## src/rtl/tx_link_ctrl.sv

```systemverilog
// TX-side link controller: brings the link up after debounce, handles far-end
// pause and retransmit requests, and re-inits on sustained RX errors.
// Optional macro: RIFL_RETRANS_EN builds the retransmission path.
module tx_link_ctrl #(
    parameter int unsigned UP_DEBOUNCE = 64,
    parameter int unsigned PAUSE_MIN   = 8,
    parameter int unsigned ERR_LIMIT   = 16
) (
    input  logic       tx_frame_clk,
    input  logic       rst_n,
    input  logic       pause_req_tx,
    input  logic       retrans_req_tx,
    input  logic       rx_aligned_tx,
    input  logic       rx_up_tx,
    input  logic       rx_error_tx,
    input  logic       tx_retrans_ack,
    output logic       link_up,
    output logic       tx_pause,
    output logic       retrans_start,
    output logic       retrans_busy,
    output logic       relink_req,
    output logic [2:0] link_state
);

    localparam int unsigned DBC_W  = $clog2(UP_DEBOUNCE + 1);
    localparam int unsigned PCNT_W = $clog2(PAUSE_MIN + 1);
    localparam int unsigned ERR_W  = $clog2(ERR_LIMIT + 1);

    localparam logic [DBC_W-1:0]  DBC_LAST   = DBC_W'(UP_DEBOUNCE - 1);
    localparam logic [PCNT_W-1:0] PAUSE_LAST = PCNT_W'(PAUSE_MIN - 1);
    localparam logic [PCNT_W-1:0] PAUSE_MAX  = {PCNT_W{1'b1}};
    localparam logic [ERR_W-1:0]  ERR_MAX    = ERR_W'(ERR_LIMIT);
    localparam logic [ERR_W-1:0]  ERR_HIT_AT = ERR_W'(ERR_LIMIT - 1);

    typedef enum logic [2:0] {
        ST_DOWN     = 3'd0,
        ST_ALIGN    = 3'd1,
        ST_DEBOUNCE = 3'd2,
        ST_UP       = 3'd3,
        ST_PAUSE    = 3'd4,
        ST_RETRANS  = 3'd5
    } state_t;

    state_t             state_r;
    state_t             state_next_s;
    logic [DBC_W-1:0]   dbc_cnt_r;
    logic [PCNT_W-1:0]  pause_cnt_r;
    logic [ERR_W-1:0]   err_cnt_r;

    logic link_active_s;
    logic link_lost_s;
    logic err_hit_s;
    logic retrans_edge_s;
    logic retrans_ack_s;
    logic pending_s;
    logic pend_any_s;
    logic start_next_s;
    logic relink_next_s;
    logic take_pend_s;
    logic link_up_next_s;
    logic tx_pause_next_s;
    logic busy_next_s;

    function automatic logic [PCNT_W-1:0] pause_inc(input logic [PCNT_W-1:0] v);
        if (v == PAUSE_MAX) begin
            return v;
        end else begin
            return v + PCNT_W'(1);
        end
    endfunction

    function automatic logic [ERR_W-1:0] err_inc(input logic [ERR_W-1:0] v);
        if (v == ERR_MAX) begin
            return v;
        end else begin
            return v + ERR_W'(1);
        end
    endfunction

    assign link_active_s = (state_r == ST_UP) || (state_r == ST_PAUSE) || (state_r == ST_RETRANS);
    assign link_lost_s   = ~rx_aligned_tx | ~rx_up_tx;
    // The error that would bring the run length to ERR_LIMIT triggers the relink on the same edge.
    assign err_hit_s     = rx_error_tx & (err_cnt_r >= ERR_HIT_AT);
    assign pend_any_s    = pending_s | retrans_edge_s;
    assign link_state    = state_r;

`ifdef RIFL_RETRANS_EN
    logic retrans_d_r;
    logic pending_r;

    assign retrans_edge_s = retrans_req_tx & ~retrans_d_r;
    assign retrans_ack_s  = tx_retrans_ack;
    assign pending_s      = pending_r;

    // Edge history and the retransmit request parked while pausing.
    always_ff @(posedge tx_frame_clk or negedge rst_n) begin
        if (!rst_n) begin
            retrans_d_r <= 1'b0;
            pending_r   <= 1'b0;
        end else begin
            retrans_d_r <= retrans_req_tx;
            if (state_next_s == ST_DOWN) begin
                pending_r <= 1'b0;
            end else if (take_pend_s) begin
                pending_r <= 1'b0;
            end else if ((state_r == ST_PAUSE) && retrans_edge_s) begin
                pending_r <= 1'b1;
            end else begin
                pending_r <= pending_r;
            end
        end
    end

    // Replay handshake outputs.
    always_ff @(posedge tx_frame_clk or negedge rst_n) begin
        if (!rst_n) begin
            retrans_start <= 1'b0;
            retrans_busy  <= 1'b0;
        end else begin
            retrans_start <= start_next_s;
            retrans_busy  <= busy_next_s;
        end
    end
`else
    logic unused_retrans_s;

    assign retrans_edge_s   = 1'b0;
    assign retrans_ack_s    = 1'b0;
    assign pending_s        = 1'b0;
    assign retrans_start    = 1'b0;
    assign retrans_busy     = 1'b0;
    assign unused_retrans_s = ^{retrans_req_tx, tx_retrans_ack, take_pend_s, start_next_s, busy_next_s};
`endif

    // State register.
    always_ff @(posedge tx_frame_clk or negedge rst_n) begin
        if (!rst_n) begin
            state_r <= ST_DOWN;
        end else begin
            state_r <= state_next_s;
        end
    end

    // Next-state logic; loss of lanes outranks the error relink, which outranks everything else.
    always_comb begin
        state_next_s  = state_r;
        start_next_s  = 1'b0;
        relink_next_s = 1'b0;
        take_pend_s   = 1'b0;
        case (state_r)
            ST_DOWN: begin
                if (rx_aligned_tx) begin
                    state_next_s = ST_ALIGN;
                end else begin
                    state_next_s = ST_DOWN;
                end
            end
            ST_ALIGN: begin
                if (!rx_aligned_tx) begin
                    state_next_s = ST_DOWN;
                end else if (rx_up_tx) begin
                    state_next_s = ST_DEBOUNCE;
                end else begin
                    state_next_s = ST_ALIGN;
                end
            end
            ST_DEBOUNCE: begin
                if (!rx_aligned_tx) begin
                    state_next_s = ST_DOWN;
                end else if (!rx_up_tx) begin
                    state_next_s = ST_ALIGN;
                end else if (dbc_cnt_r == DBC_LAST) begin
                    state_next_s = ST_UP;
                end else begin
                    state_next_s = ST_DEBOUNCE;
                end
            end
            ST_UP: begin
                if (link_lost_s) begin
                    state_next_s = ST_DOWN;
                end else if (err_hit_s) begin
                    state_next_s  = ST_DOWN;
                    relink_next_s = 1'b1;
                end else if (retrans_edge_s) begin
                    state_next_s = ST_RETRANS;
                    start_next_s = 1'b1;
                end else if (pause_req_tx) begin
                    state_next_s = ST_PAUSE;
                end else begin
                    state_next_s = ST_UP;
                end
            end
            ST_PAUSE: begin
                if (link_lost_s) begin
                    state_next_s = ST_DOWN;
                end else if (err_hit_s) begin
                    state_next_s  = ST_DOWN;
                    relink_next_s = 1'b1;
                end else if (!pause_req_tx && (pause_cnt_r >= PAUSE_LAST)) begin
                    if (pend_any_s) begin
                        state_next_s = ST_RETRANS;
                        start_next_s = 1'b1;
                        take_pend_s  = 1'b1;
                    end else begin
                        state_next_s = ST_UP;
                    end
                end else begin
                    state_next_s = ST_PAUSE;
                end
            end
            ST_RETRANS: begin
                if (link_lost_s) begin
                    state_next_s = ST_DOWN;
                end else if (err_hit_s) begin
                    state_next_s  = ST_DOWN;
                    relink_next_s = 1'b1;
                end else if (retrans_ack_s) begin
                    if (pause_req_tx) begin
                        state_next_s = ST_PAUSE;
                    end else begin
                        state_next_s = ST_UP;
                    end
                end else begin
                    state_next_s = ST_RETRANS;
                end
            end
            default: begin
                state_next_s = ST_DOWN;
            end
        endcase
    end

    // Output decode from the next state so the registered outputs line up with link_state.
    always_comb begin
        link_up_next_s  = 1'b0;
        tx_pause_next_s = 1'b0;
        busy_next_s     = 1'b0;
        case (state_next_s)
            ST_UP: begin
                link_up_next_s = 1'b1;
            end
            ST_PAUSE: begin
                link_up_next_s  = 1'b1;
                tx_pause_next_s = 1'b1;
            end
            ST_RETRANS: begin
                link_up_next_s = 1'b1;
                busy_next_s    = 1'b1;
            end
            default: begin
                link_up_next_s = 1'b0;
            end
        endcase
    end

    // Registered link outputs.
    always_ff @(posedge tx_frame_clk or negedge rst_n) begin
        if (!rst_n) begin
            link_up    <= 1'b0;
            tx_pause   <= 1'b0;
            relink_req <= 1'b0;
        end else begin
            link_up    <= link_up_next_s;
            tx_pause   <= tx_pause_next_s;
            relink_req <= relink_next_s;
        end
    end

    // Debounce, pause-dwell and error-run counters; each idles at zero outside its states.
    always_ff @(posedge tx_frame_clk or negedge rst_n) begin
        if (!rst_n) begin
            dbc_cnt_r   <= '0;
            pause_cnt_r <= '0;
            err_cnt_r   <= '0;
        end else begin
            if (state_r == ST_DEBOUNCE) begin
                dbc_cnt_r <= dbc_cnt_r + DBC_W'(1);
            end else begin
                dbc_cnt_r <= '0;
            end
            if (state_r == ST_PAUSE) begin
                pause_cnt_r <= pause_inc(pause_cnt_r);
            end else begin
                pause_cnt_r <= '0;
            end
            if (link_active_s && rx_error_tx) begin
                err_cnt_r <= err_inc(err_cnt_r);
            end else begin
                err_cnt_r <= '0;
            end
        end
    end

endmodule

```

## config.mk

```make
export PLATFORM = sky130hd
export DESIGN_NAME = tx_link_ctrl
export DESIGN_NICKNAME = d
export VERILOG_FILES = /design/src/rtl/tx_link_ctrl.sv
export SDC_FILE = /design/constraint.sdc
export NUM_CORES = 1
export LEC_CHECK = 0
export ABC_AREA = 1
export BUFFER_PORTS_ARGS = -buffer_cell sky130_fd_sc_hd__buf_2
export CAP_MARGIN = 20
export CORE_MARGIN = 2
export CORE_UTILIZATION = 35
export CTS_CLUSTER_SIZE = 40
export DETAILED_ROUTE_END_ITERATION = 8
export HOLD_SLACK_MARGIN = 0.06
export PLACE_DENSITY_LB_ADDON = 0.15
export SLEW_MARGIN = 0
export SYNTH_ARGS = -nofsm -noshare
export SYNTH_HDL_FRONTEND = slang
export SYNTH_SLANG_ARGS = --single-unit
```

## constraint.sdc

```tcl
create_clock -name tx_frame_clk -period 1.85 [get_ports tx_frame_clk]
set_input_delay 0.37 -clock tx_frame_clk [delete_from_list [all_inputs] [get_ports tx_frame_clk]]
set_output_delay 0.37 -clock tx_frame_clk [all_outputs]
set_load 0.03 [all_outputs]
```

==> results.md <==
- Worst Path Max Fanout: 5
- CP startpoint: err_cnt_r[0]
- DR DRC count: 0
- H-tree levels: 1
- TNS Setup: 0 ns
- Core Area: 3078 um^2
- Global-route wire length before repair: about 3.6 mm
- Post-route clock skew: a little under 0.004 ns
- Num CTS Buffers: 3
- Most frequent CP cell: nand2_1
- Worst Path Buf+Inv: 0
- Worst Hold Endpoint: err_cnt_r[3]
- Die X: slightly above 60 um
- Pins Over Slew Limit: 0
- Tot Pwr: between 0.7 and 0.8 mW
- Root cell of the clock tree: clkbuf_4
- Leakage: 0.6067 nW
- RePlAce Congestion: just over 0.8
- Reg-to-reg slack, setup: between 0.15 and 0.2 ns
- Pin count of the biggest net entering global routing: 23
- Synthesized area per cell: between 8 and 9 um^2
- Hold_sp: rx_error_tx
- Initial antenna violation count: 0
- Cell count of the worst reg-to-reg path: 10
- Hold Fails Final Rpt: 0
- PD cells: 613.6 nW/um^2
- Total number of clock tree sinks: 22
- CP Launch Type: flop
- Vias in the first global route: around 850
- Synth area leader: dfrtp_1
- Hold Crit Class: input pin to flop
- Fin cells: roughly 190
- Final period utilization: slightly below 90%
- #FFs+latches synth: 22
- Critical path class: flop to flop
- Min Tclk post-route: about 1.7 ns
- 1st-iter DRT viols: 20
- Grt ovf: 0
- Reg2Reg Capture Point: tx_pause
- Max Clk Rate: between 0.6 and 0.7 GHz
- CTS tree: built
- Worst EP required: a little over 2 ns
- Setup bufs post-CTS: 0
- Antenna diode count: 0
- CP max-delay cell: dfrtp_1
- Fillers: 292
- Die Y: a little over 60 um
- Crit-path leading delay family: simple AND/OR/NAND/NOR gates
- Dpl ws: about 0.16 ns
- Seq/Total Area, Yosys: 48.35%
- Maximum root-to-sink buffer count: 2
- Port Buffers: 11
- Area Growth Syn to Fin: 11.87%
- Final nets: ~160
- IO Pins: 16
- Routed len/inst: about 11 um
- Total GRT Usage: 13.00%
- Arrival time at the worst endpoint: ~1.9 ns
- Initial Util: ~37%
- Ys Warns: 0
- Dpl cells: ~190
- VDD IR max: between 0.3 and 0.4 mV
- Setup WS post-layout: 0.1976 ns
- Routed Antenna Nets: 0
- Outcome: completed
- Hpwl dp: ~1.7 mm
- Synth area leaders: dfrtp_1 48%, nand2_1 6.9%, inv_1 5.9%
- Final setup vio count: 0
- Mapped Cells: between 100 and 150
- Die area: ~3700 um^2
- DR vias: roughly 900
- Utilization after layout: about two fifths
- Critical Path Sink Type: flop
- RSZ-0062 raised after global routing: no
- Post-synth cell types: 24
- Drt via density: 4.759
- Max cap viols: 0
- Fraction of final layout cells with drive strength greater than 1: about a fifth
- Critical Path, Cell by Cell: ha_1, nand2_1, nor2_1, ha_1, nor2_1, nand2_1, a21oi_2, nand2_1, nand3_2, nor2_2
- Clock latency on the worst-skew pair: ~0.30 ns
- Reg clk slew, reported paths: about 0.11 ns
- Post-synth EDFFs: 0
- Hold path cells: 3
- Post-synthesis cell area: around 1100 um^2
- Dominant synthesized flop cell: dfrtp_1
- WL final: between 2 and 2.5 mm
- Rows: 20
- CP max stage delay: roughly 0.44 ns
- First-pass iteration count of the detailed router: 4
- Area share of the largest cell type after synthesis: 48.35%
- Reg-to-reg critical path startpoint: err_cnt_r[0]
- Ys async rst share: 100.0%
==> logic make-up after synthesis <==
kind of cell	after synthesis	synth area share, %
other	1	0.3294
XOR/XNOR	1	0.7694
flip-flops	22	48.35
adder cells (fa/ha/maj)	5	5.495
AND/OR/NAND/NOR	60	26.04
buffers and inverters	23	8.241
AO/OA/AOI/OAI	21	10.77
==> power by group <==
part           internal (mW)  leakage [nW]  switching (mW)  total [mW]
clock network         0.0758        0.0138           0.131       0.207
logic                 0.0213         0.288          0.0551      0.0764
registers              0.487         0.305          0.0109       0.498
==> layer usage <==
| metal | GRT usage, % | wire [um] | vias up |
|---|---|---|---|
| li1 | - | - | 461 |
| met3 | 2.101 | 83 | 4 |
| met2 | 20.36 | 981 | 23 |
| met5 | 0 | 0 | - |
| met1 | 18.24 | 1006 | 421 |
| met4 | 4.658 | 29 | 0 |
==> metrics by stage <==
stage / area, um^2 / hold WS (ns)
after floorplan: 1142 / 0.07441
after global placement: 1237 / 0.3644
after detailed placement: 1237 / 0.3636
after CTS: 1270 / 0.3280
after global routing: 1274 / 0.3523
final: 1274 / 0.3446
==> worst max path at each step <==
stage,depth (start not counted),to
final,10,tx_pause
after global routing,10,tx_pause
after CTS,10,tx_pause
after detailed placement,10,tx_pause
after global placement,10,tx_pause
after floorplan,10,tx_pause
==> cells in the final DEF (no fill, tap or decap) <==
master         count
nand4_1            4
nor2_2             2
o211ai_2           1
nor2_1            13
inv_2              3
ha_1               5
nand3b_1           1
inv_1             18
nor3_4             1
o21ai_0            2
a21oi_2            1
a21oi_1           11
nor3_2             2
buf_2             11
dlygate4sd3_1      1
a211oi_1           1
xnor2_1            1
o21ai_1            4
nand2_2            2
conb_1             2
a211oi_2           1
dfrtp_1           22
nor3_1             1
nand2_1           21
clkbuf_4           3
nand3_1           12
nand3_2            1
==> flip-flops by register name (all words and copies together) (netlist names) <==
register and flops:
pause_cnt_r 4, relink_req 1, tx_pause 1, err_cnt_r 5, link_up 1, dbc_cnt_r 7
link_state 3
==> repair_timing <==
item,4_1_cts,5_1_grt
endpoints found under the hold margin,22,0
setup endpoints to repair,0,1
resized for setup,0,1
hold buffers,1,0
==> worst min-delay path, stage by stage <==
cell and delay (ns):
buf_2 0.13, nand3_1 0.08, a21oi_1 0.04
==> synthesized netlist by cell type (3+ instances only) <==
library cell,count
dfrtp_1,22
nand4_1,4
a21oi_1,12
inv_1,18
nand2_1,21
nor2_1,13
o21ai_1,4
nand3_1,12
inv_2,3
ha_1,5
==> cell type report <==
| type | instances | area [um^2] | area share [%] |
|---|---|---|---|
| flip-flops and latches | 22 | 550.5 | 43.22 |
| multi-input cells | 89 | 501.7 | 39.39 |
| inverters | 21 | 78.83 | 6.189 |
| repair buffers | 12 | 65.06 | 5.108 |
| well taps | 44 | 55.05 | 4.322 |
| clock buffers | 3 | 22.52 | 1.768 |
No activity file was read; power rests on OpenSTA's default activity.
